[src/rtl/ifetch_mt_pkg.sv]
// ============================================================================
// ifetch_mt_pkg : shared state encodings and lane packing helper for ifetch_mt
// Revision      : 1.0
// ============================================================================
`default_nettype none

package ifetch_mt_pkg;

   localparam int STATE_W = 3;
   typedef logic [STATE_W-1:0] state_t;

   localparam state_t S_IDLE  = 3'd0;
   localparam state_t S_OPC   = 3'd1;
   localparam state_t S_ARG   = 3'd2;
   localparam state_t S_PUSH  = 3'd3;
   localparam state_t S_JWAIT = 3'd4;

   // Operand byte 0 sits in the most significant lane, right below the decoded word.
   function automatic int lane_lsb(input int lane, input int max_ops);
      return (max_ops - 1 - lane) * 8;
   endfunction

endpackage

`default_nettype wire

[src/rtl/ifetch_mt_pc_table.sv]
// ============================================================================
// ifetch_mt_pc_table : saved PC per (channel,thread), async read, one write port
// Revision           : 1.0
// ============================================================================
`default_nettype none

module ifetch_mt_pc_table #(
   parameter int IDX_W = 4,
   parameter int PC_W  = 12
) (
   input  logic             clk,
   input  logic             reset,
   input  logic [IDX_W-1:0] rd_idx,
   output logic [PC_W-1:0]  rd_pc,
   input  logic             wr_en,
   input  logic [IDX_W-1:0] wr_idx,
   input  logic [PC_W-1:0]  wr_pc
);

   logic [PC_W-1:0] pc_mem [2**IDX_W];

   always_ff @(posedge clk or posedge reset) begin
      if (reset) begin
         for (int i = 0; i < 2**IDX_W; i++) begin
            pc_mem[i] <= '0;
         end
      end else if (wr_en) begin
         pc_mem[wr_idx] <= wr_pc;
      end
   end

   assign rd_pc = pc_mem[rd_idx];

endmodule

`default_nettype wire

[src/rtl/ifetch_mt.sv]
// ============================================================================
// ifetch_mt : multi-channel multi-thread instruction fetch (opcode + operands)
// Revision  : 1.0
// ============================================================================
`default_nettype none

module ifetch_mt
   import ifetch_mt_pkg::*;
#(
   parameter int CHAN_W  = 3,
   parameter int THR_W   = 1,
   parameter int PC_W    = 12,
   parameter int INSN_W  = 24,
   parameter int MAX_OPS = 2,
   parameter int OPC_W   = 2
) (
   input  logic                      clk,
   input  logic                      reset,
   input  logic [CHAN_W-1:0]         next_task_channel,
   input  logic [THR_W-1:0]          next_task_thread,
   input  logic                      next_task_ready,
   output logic                      next_task_ack,
   input  logic [PC_W-1:0]           jump_target,
   input  logic                      jump_enable,
   output logic [CHAN_W+PC_W-1:0]    mem_addr,
   output logic                      mem_rd_en,
   input  logic [7:0]                mem_d_in,
   input  logic                      mem_ack,
   output logic [7:0]                opcode,
   input  logic [INSN_W-1:0]         decoded_insn,
   input  logic [OPC_W-1:0]          operand_count,
   input  logic                      insn_noop,
   input  logic                      insn_suspend,
   input  logic                      insn_pull,
   input  logic                      insn_jump,
   output logic                      pull_decoded,
   output logic [INSN_W+8*MAX_OPS-1:0] ififo_di,
   output logic                      ififo_shift,
   input  logic                      ififo_full,
   output logic                      task_done
);

   localparam int LANES_W = 8 * MAX_OPS;
   localparam int IDX_W   = CHAN_W + THR_W;

   state_t              state;
   state_t              state_nx;
   logic [CHAN_W-1:0]   chan;
   logic [THR_W-1:0]    thr;
   logic [PC_W-1:0]     pc;
   logic [PC_W-1:0]     jump_pc_saved;
   logic                jump_held;
   logic [INSN_W-1:0]   dec;
   logic [LANES_W-1:0]  lanes;
   logic [OPC_W-1:0]    op_cnt;
   logic [OPC_W-1:0]    lane_idx;
   logic                f_noop;
   logic                f_suspend;
   logic                f_pull;
   logic                f_jump;
   logic [PC_W-1:0]     table_pc;

   logic                fetch_active;
   logic                fetch_ack;
   logic                last_arg;
   logic                push_pending;
   logic                push_blocked;
   logic                push_leave;
   logic                redirect;
   logic                writeback;
   logic [OPC_W-1:0]    cnt_clamped;

   ifetch_mt_pc_table #(
      .IDX_W (IDX_W),
      .PC_W  (PC_W)
   ) u_pc_table (
      .clk    (clk),
      .reset  (reset),
      .rd_idx ({next_task_channel, next_task_thread}),
      .rd_pc  (table_pc),
      .wr_en  (writeback),
      .wr_idx ({chan, thr}),
      .wr_pc  (pc)
   );

   // A jump always beats a same-cycle fetch acknowledge.
   always_comb begin
      cnt_clamped  = (operand_count > OPC_W'(MAX_OPS)) ? OPC_W'(MAX_OPS) : operand_count;
      fetch_active = (state == S_OPC) || (state == S_ARG);
      fetch_ack    = fetch_active && mem_ack && !jump_enable;
      last_arg     = (lane_idx == op_cnt - 1'b1);
      push_pending = (state == S_PUSH) && !f_noop;
      push_blocked = push_pending && ififo_full;
      push_leave   = (state == S_PUSH) && !push_blocked;
      redirect     = push_leave && (jump_enable || jump_held);
      writeback    = push_leave && !redirect && f_suspend;
   end

   always_ff @(posedge clk or posedge reset) begin
      if (reset) begin
         state <= S_IDLE;
      end else begin
         state <= state_nx;
      end
   end

   always_comb begin
      state_nx = state;
      case (state)
         S_IDLE: begin
            if (next_task_ready) state_nx = S_OPC;
         end
         S_OPC: begin
            if (jump_enable) begin
               state_nx = S_OPC;
            end else if (mem_ack) begin
               state_nx = (cnt_clamped != '0) ? S_ARG : S_PUSH;
            end
         end
         S_ARG: begin
            if (jump_enable) begin
               state_nx = S_OPC;
            end else if (mem_ack && last_arg) begin
               state_nx = S_PUSH;
            end
         end
         S_PUSH: begin
            if (push_leave) begin
               if (redirect)       state_nx = S_OPC;
               else if (f_suspend) state_nx = S_IDLE;
               else if (f_jump)    state_nx = S_JWAIT;
               else                state_nx = S_OPC;
            end
         end
         S_JWAIT: begin
            if (jump_enable) state_nx = S_OPC;
         end
         default: state_nx = S_IDLE;
      endcase
   end

   always_comb begin
      next_task_ack = (state == S_IDLE) && next_task_ready;
      mem_rd_en     = fetch_active && !jump_enable;
      mem_addr      = {chan, pc};
      opcode        = ((state == S_OPC) && fetch_ack) ? mem_d_in : 8'h00;
      ififo_shift   = push_pending && !ififo_full;
      ififo_di      = {dec, lanes};
   end

   always_ff @(posedge clk or posedge reset) begin
      if (reset) begin
         chan          <= '0;
         thr           <= '0;
         pc            <= '0;
         jump_pc_saved <= '0;
         jump_held     <= 1'b0;
         dec           <= '0;
         lanes         <= '0;
         op_cnt        <= '0;
         lane_idx      <= '0;
         f_noop        <= 1'b0;
         f_suspend     <= 1'b0;
         f_pull        <= 1'b0;
         f_jump        <= 1'b0;
         task_done     <= 1'b0;
         pull_decoded  <= 1'b0;
      end else begin
         case (state)
            S_IDLE: begin
               if (next_task_ready) begin
                  chan      <= next_task_channel;
                  thr       <= next_task_thread;
                  pc        <= table_pc;
                  jump_held <= 1'b0;
               end
            end
            S_OPC: begin
               if (jump_enable) begin
                  pc <= jump_target;
               end else if (mem_ack) begin
                  dec       <= decoded_insn;
                  op_cnt    <= cnt_clamped;
                  f_noop    <= insn_noop;
                  f_suspend <= insn_suspend;
                  f_pull    <= insn_pull;
                  f_jump    <= insn_jump;
                  lanes     <= '0;
                  lane_idx  <= '0;
                  pc        <= pc + 1'b1;
               end
            end
            S_ARG: begin
               if (jump_enable) begin
                  pc <= jump_target;
               end else if (mem_ack) begin
                  for (int i = 0; i < MAX_OPS; i++) begin
                     if (lane_idx == OPC_W'(i)) lanes[lane_lsb(i, MAX_OPS) +: 8] <= mem_d_in;
                  end
                  lane_idx <= lane_idx + 1'b1;
                  pc       <= pc + 1'b1;
               end
            end
            S_PUSH: begin
               // A jump arriving while the push is stalled is parked until the push lands.
               if (push_blocked) begin
                  if (jump_enable) begin
                     jump_held     <= 1'b1;
                     jump_pc_saved <= jump_target;
                  end
               end else if (jump_enable) begin
                  pc        <= jump_target;
                  jump_held <= 1'b0;
               end else if (jump_held) begin
                  pc        <= jump_pc_saved;
                  jump_held <= 1'b0;
               end
            end
            S_JWAIT: begin
               if (jump_enable) pc <= jump_target;
            end
            default: ;
         endcase
         task_done    <= writeback;
         pull_decoded <= push_leave && f_pull && !f_noop;
      end
   end

endmodule

`default_nettype wire
[config.mk]
export PLATFORM = sky130hd
export DESIGN_NAME = ifetch_mt
export DESIGN_NICKNAME = d
export VERILOG_FILES = /design/src/rtl/ifetch_mt_pkg.sv /design/src/rtl/ifetch_mt_pc_table.sv /design/src/rtl/ifetch_mt.sv
export SDC_FILE = /design/constraint.sdc
export NUM_CORES = 1
export LEC_CHECK = 0
export CORE_MARGIN = 4
export CORE_UTILIZATION = 58
export CTS_CLUSTER_DIAMETER = 150
export DETAILED_ROUTE_END_ITERATION = 8
export GPL_ROUTABILITY_DRIVEN = 1
export PLACE_DENSITY = 0.92
export SLEW_MARGIN = 30
export SYNTH_ARGS = -nofsm -noshare
export SYNTH_HDL_FRONTEND = slang
export SYNTH_SLANG_ARGS = --single-unit
[constraint.sdc]
create_clock -name clk -period 12.7 [get_ports clk]
set_input_delay 1.905 -clock clk [delete_from_list [all_inputs] [get_ports clk]]
set_output_delay 1.905 -clock clk [all_outputs]
set_load 0.05 [all_outputs]
==> results.md, run 1 <==
- Cell variety after synth: 62
- Fin crit share: 50.5%
- Most frequent cell after synthesis: dfrtp_1
- Worst r2r path cells: 4
- Starting DRT DRC Count: 1030
- Synth top cells by count: 274 x dfrtp_1, 215 x mux2_2, 125 x nand2_1, 49 x clkbuf_1, 37 x mux4_2
- Seq/Total Area, Yosys: 52.3%
- Via count: 9133
- Post-Route M1 WL: 13100 um
- Highest metal used: met4
- CTS resizes: 0
- Synth Area in Simple Gates: 9.32%
- Clk buf depth: 3
- CTS tree: done
- Fraction of synthesized cell area in xor and xnor cells: 0.667%
- Pin count of the biggest net entering global routing: 133
- Fmax: 0.156 GHz
- Diodes inserted: 0
- Syn Area/Cell: 12.6 sq um
- Startpoint types: input port
- Layout cells sized above 1: 31.0%
- Met3 routed WL: 2040 um
- Max-slew headroom: 38.0%
- Final core occ: 71.0%
- Clock latency on the worst-skew pair: 0.54 ns
- Largest cells by area after synthesis: dfrtp_1 52%, mux2_2 18%, mux4_2 6.4%, nand2_1 3.6%, mux2i_1 2.4%
- Final Critical Period: 6.41 ns
- Synth-to-layout area growth: 19.2%
- IO Pins: 128
- Residual DRC: 0
- CTS Buf Count: 29
- HP Class: flop to flop
- Hold depth: 2
- Antenna Nets Post-Route: 0
- GR Overflow Total: 0
- Final Hold Viols: 0
- Fraction of registers with async set/reset: 100%
- Sinks on Clock Net: 274
- Die W: 158 um
- Clk slew on worst S/H paths: 0.05 ns
- Max Fanout on Critical Path: 37
- Met2 wire len: 16700 um
- Ys flop type: dfrtp_1
- Crit path depth: 8
- Setup CP Type: input port to output pin
- CTS Root Cell: clkbuf_16
- Pre-CTS WS: 6.32 ns
- Max-slew violations: 0
- Worst Path Buf+Inv: 4
- Crit-path leading delay family: buffers and inverters
- Worst Path Arrival: 4.50 ns
- Non-filler cells in the finished layout: 1433
- Mux cell area share after synthesis: 28.2%
- Via-to-Cell Ratio: 6.37
- Drt total wl: 33000 um
- FF-to-FF setup slack: 9.64 ns
- Hold_buf cts: 0
- # rows: 54
- YS warnings: 0
- Number of synthesized flops with an enable pin: 0
- Sequential cell area: 0.00686 sq mm
- Fillers: 1375
- FF-to-FF End: u_pc_table.pc_mem[49]
- Total Routing Usage GR: 26.6%
- CP required: 10.80 ns
- CP endpoint: opcode[0]
- Worst reg2reg startpoint: state[1]
- Combinational family with the most area after synthesis: multiplexers
- CP startpoint: jump_enable
- Post-synthesis cell count: 1038
- #FFs+latches synth: 274
- H-tree depth: 1
- Compound-Gate Fraction of Synth Area: 5.83%
- DR pass1 iterations: 7
- Power per Cell Area: 222 mW/mm^2
- CP max stage delay: 0.81 ns
- Setup violators final: 0
- Cell Area, Synth: 0.0131 sq mm
- Synth top area share: 52.3%
- Status: finished, final reports clean
- IR drop worst, VDD: 0.117 mV
- Leakage: 0.00731 uW
- Unrepaired setup endpoints after global routing: false
- Max cap viols: 0
- Die area: 0.0251 sq mm
- Cells after DPL: 1381
- Postcts setup bufs: 0
- Crit-path cells: clkdlybuf4s50_1 > buf_4 > nor2_1 > nand2_1 > nor2_2 > buf_4 > and2_1 > clkdlybuf4s50_1
- Final WS setup: 6.29 ns
- Initial antenna violation count: 0
- Tot Pwr: 3470 uW
- Multi-input gate area: 0.00591 sq mm
- Vias in the first global route: 9411
- Fin nets: 1195
- Starting Density: 59.6%
- GPL Wtd Cong: 0.854
- Syn nets: 1101
- First-pass GRT wire length: 52800 um
- Synth area leader: dfrtp_1
- Die Span Y: 158 um
- Hpwl dp: 20700 um
- IO Port Bufs: 127
- Worst Max-Slew Pin Slew: 0.930 ns
- Post-synthesis adder-cell area fraction: 0.286%
- Wirelength per Cell: 23.0 um
- CP endpoint kind: output pin
- Post-Route Skew: 0.0197 ns
- TNS Setup: 0 ns
- Crit path max-delay cell type: clkdlybuf4s50_1
- CORE AREA: 0.0220 sq mm
-- report_power, final --
part / internal [uW] / switching [uW]
logic: 489 / 729
registers: 1100 / 263
clock network: 554 / 343
total: 2140 / 1330
-- logic make-up after synthesis --
kind of cell | Yosys count
AO/OA/AOI/OAI | 108
XOR/XNOR | 10
adder cells (fa/ha/maj) | 3
buffers and inverters | 100
flip-flops | 274
multiplexers | 292
AND/OR/NAND/NOR | 251
-- worst min path at each step --
stage / start / slack [ns] / to
floorplan: f_pull / 0.44 / f_pull
global placement: dec[2] / 0.46 / dec[2]
detailed placement: dec[22] / 0.46 / dec[22]
CTS: dec[18] / 0.48 / dec[18]
global route: dec[19] / 0.50 / dec[19]
finish: dec[2] / 0.47 / dec[2]
-- flip-flops by register name, indices dropped and copies added (netlist names) --
| name | count |
|---|---|
| pull_decoded | 1 |
| jump_held | 1 |
| f_pull | 1 |
| lane_idx | 2 |
| state | 3 |
| pc | 12 |
| f_noop | 1 |
| f_jump | 1 |
| op_cnt | 2 |
| u_pc_table.pc_mem | 192 |
| f_suspend | 1 |
| dec | 24 |
| lanes | 16 |
| thr | 1 |
| task_done | 1 |
| jump_pc_saved | 12 |
| chan | 3 |
-- layout make-up --
type | count | area share, %
multi-input combinational | 664 | 37.8
sequential | 274 | 43.8
inverter | 12 | 0.368
clock buffer | 39 | 5.26
timing repair buffer | 151 | 9.24
tap | 280 | 2.24
clock inverter | 13 | 1.24
-- metrics by stage --
stage	instance area, sq um	hold slack (ns)
after detailed placement	14600	0.462
after global placement	14600	0.455
after CTS	15600	0.478
after global routing	15600	0.505
final	15600	0.474
after floorplan	13100	0.437
-- metal layers --
metal	vias to the layer above	GRT usage (%)
met5	-	0
met3	93	3.64
met1	4695	35.8
met4	0	9.75
li1	3933	-
met2	412	44.4
-- tightest hold or removal path, delay by kind of cell (launching register included) --
kind | cells | cell delay (ns)
flops | 1 | 0.34
simple gates | 2 | 0.11
-- placed cells by master, fill, tap and decap left out, drive strengths merged, types with 8 or more instances in the layout --
cell	n
and2	19
nor4	9
nor2	18
nor3	13
clkdlybuf4s50	125
o21ai	20
mux2i	32
xnor2	8
mux4	37
nand3	16
a221oi	11
clkbuf	39
dfrtp	274
nor2b	9
clkinv	8
a21oi	17
inv	12
buf	26
nand2	125
nand2b	19
mux2	223
Power figures use the tool's default switching activity.
==> run 2: changes to the inputs <==
--- a/config.mk
+++ b/config.mk
@@ -6,11 +6,11 @@
 export NUM_CORES = 1
 export LEC_CHECK = 0
 export CORE_MARGIN = 4
-export CORE_UTILIZATION = 58
+export CORE_UTILIZATION = 52
 export CTS_CLUSTER_DIAMETER = 150
 export DETAILED_ROUTE_END_ITERATION = 8
 export GPL_ROUTABILITY_DRIVEN = 1
-export PLACE_DENSITY = 0.92
+export PLACE_DENSITY = 0.88
 export SLEW_MARGIN = 30
 export SYNTH_ARGS = -nofsm -noshare
 export SYNTH_HDL_FRONTEND = slang
==> constraint.sdc (replaced) <==
create_clock -name clk -period 5.4 [get_ports clk]
set_input_delay 0.81 -clock clk [delete_from_list [all_inputs] [get_ports clk]]
set_output_delay 0.81 -clock clk [all_outputs]
set_load 0.05 [all_outputs]
==> run 2 against run 1 <==
Via count rose by 0.13%. Critical endpoint is now opcode[5]. Wire length up 0.67%. Total power increased by 130%. Sequential cell count unchanged. Largest power group unchanged. Critical path type unchanged.
==> results.md, run 2 (synthesis results as in run 1) <==
- Starting Density: 53.3% (-6.2 points)
- GR Overflow Total: 0 (unchanged)
- Leakage: 0.00730 uW (-0.15%)
- Met3 routed WL: 2260 um (+11%)
- Fillers: 1731 (+26%)
- First-pass GRT wire length: 53500 um (+1.4%)
- CTS Root Cell: clkbuf_16
- Die Span Y: 167 um (+5.3%)
- CP dominant cell by count: clkdlybuf4s50_1
- Post-route cell area: 0.0157 sq mm (+0.35%)
- Non-filler cells in the finished layout: 1480 (+3.3%)
- CORE AREA: 0.0246 sq mm (+12%)
- Fmax: 0.230 GHz
- H-tree depth: 1 (unchanged)
- Starting DRT DRC Count: 1056 (+2.5%)
- Multi-input gate area: 0.00591 sq mm (unchanged)
- CP required: 4.59 ns (-6.21 ns)
- Max-slew headroom: 35.5% (-2.5 points)
- Final Critical Period: 4.34 ns
- Max Fanout on Critical Path: 30 (-19%)
- Final Hold Viols: 0 (unchanged)
- CP endpoint kind: output pin
- Commonest non-fill, non-tap cell in the layout: dfrtp_1
- Fin nets: 1197 (+0.17%)
- # rows: 57 (+5.6%)
- Via count: 9145 (+0.13%)
- Total Routing Usage GR: 23.6% (-3.0 points)
- Final core occ: 63.8% (-7.2 points)
- Worst Path Arrival: 3.53 ns (-0.97 ns)
- Initial antenna violation count: 1 (+1)
- Clk slew on worst S/H paths: 0.07 ns (+0.02 ns)
- Post-Route Skew: 0.00937 ns (-0.0103 ns)
- Unrepaired setup endpoints after global routing: false
- Antenna Nets Post-Route: 0 (unchanged)
- Status: finished, final reports clean
- GPL Wtd Cong: 0.827 (-3.2%)
- Startpoint types: input port
- Residual DRC: 0 (unchanged)
- Worst Max-Slew Pin Slew: 0.960 ns (+0.0299 ns)
- DR pass1 iterations: 5 (-2)
- Vias in the first global route: 9656 (+2.6%)
- Dpl cell area: 0.0147 sq mm (+0.66%)
- CTS tree: done
- Clock latency on the worst-skew pair: 0.54 ns (about the same)
- Layout cells sized above 1: 30.9% (-0.14 points)
- IR drop worst, VDD: 0.402 mV (+240%)
- CP max stage delay: 0.82 ns (about the same)
- Synth-to-layout area growth: 19.6%
- CTS resizes: 0 (unchanged)
- HP Class: flop to flop
- Setup CP Type: input port to output pin
- Cells after DPL: 1427 (+3.3%)
- Max-slew violations: 0 (unchanged)
- Fin crit share: 80.4%
- Power per Cell Area: 512 mW/mm^2 (+130%)
- Pin count of the biggest net entering global routing: 167 (+26%)
- Setup violators final: 0 (unchanged)
- CTS Buf Count: 28 (-3.4%)
- Wirelength per Cell: 22.5 um (-2.5%)
- Most frequent cells in the layout: 274 x dfrtp_1, 215 x mux2_2, 125 x nand2_1, 125 x clkdlybuf4s50_1, 37 x mux4_2
- Sinks on Clock Net: 274 (unchanged)
- Sequential cell area: 0.00686 sq mm (unchanged)
- Post-Route M1 WL: 13300 um (+2.0%)
- Max cap viols: 0 (unchanged)
- Met2 wire len: 16600 um (-0.56%)
- Crit-path cells: clkdlybuf4s50_1 > buf_4 > nor2_1 > nand2_1 > nor2_2 > and2_1 > clkdlybuf4s50_1
- Hold slack: 0.476 ns (+0.00229 ns)
- Hpwl dp: 21500 um (+3.8%)
- IO Port Bufs: 127 (unchanged)
- Crit path max-delay cell type: clkdlybuf4s50_1
- Max FFs per register: 192 (unchanged)
- Postcts setup bufs: 0 (unchanged)
- TNS Setup: 0 ns (unchanged)
- IO Pins: 128 (unchanged)
- Via-to-Cell Ratio: 6.18 (-3.0%)
- Hold_buf cts: 0 (unchanged)
- Clk buf depth: 3 (unchanged)
- Largest registers: u_pc_table.pc_mem x192, dec x24, lanes x16
- Biggest register: u_pc_table.pc_mem
- Die W: 167 um (+5.3%)
- Highest metal used: met4
- Drt total wl: 33200 um (+0.67%)
- Die area: 0.0278 sq mm (+11%)
run 2: changes by cell type in the layout (fill, tap and decap cells not counted), sizes merged:
cell and change:
buf +3, bufinv -2, clkbuf +3, clkinv -3
clkinvlp +2, diode +1, inv -1
run 2: worst paths after layout:
check                                          to   startpoint  depth (start not counted)  slack (ns)
setup / recovery                        opcode[5]  jump_enable                          7        1.06
hold / removal                            dec[10]      dec[10]                          2        0.48
setup reg to reg           u_pc_table.pc_mem[138]     state[1]                          5        2.28
hold reg to reg                           dec[10]      dec[10]                          2        0.48
max in group asynchronous   u_pc_table.pc_mem[91]        reset                          4        3.36
min in group asynchronous                  f_noop        reset                          3        0.69
run 2: critical path, delay by kind of cell:
family	cells	cell delay [ns]
simple gates	4	1.24
buf+inv	3	1.46
run 2: routing by layer:
layer	vias up	GRT usage (%)
li1	3952	-
met5	-	0
met2	416	39.8
met1	4694	31.2
met4	0	8.68
met3	83	3.41
run 2: through the flow:
step / total power [uW] / setup slack, ns
6_report: 8040 / 1.06
5_1_grt: 8380 / 0.889
4_1_cts: 8030 / 1.07
3_5_place_dp: 6010 / 1.11
3_3_place_gp: 5860 / 1.25
2_1_floorplan: 5020 / 0.967
run 2: where the power goes:
group          internal [uW]  total [uW]  switching, uW
Combinational           1150        2820           1670
Clock                   1200        2000            798
Sequential              2580        3220            638
run 2: layout make-up:
class	count	area share, %
timing repair buffer	154	9.63
tap	324	2.58
multi-input combinational	664	37.7
clock inverter	9	0.781
clock buffer	42	5.32
antenna	1	0.0159
inverter	12	0.311
sequential	274	43.7
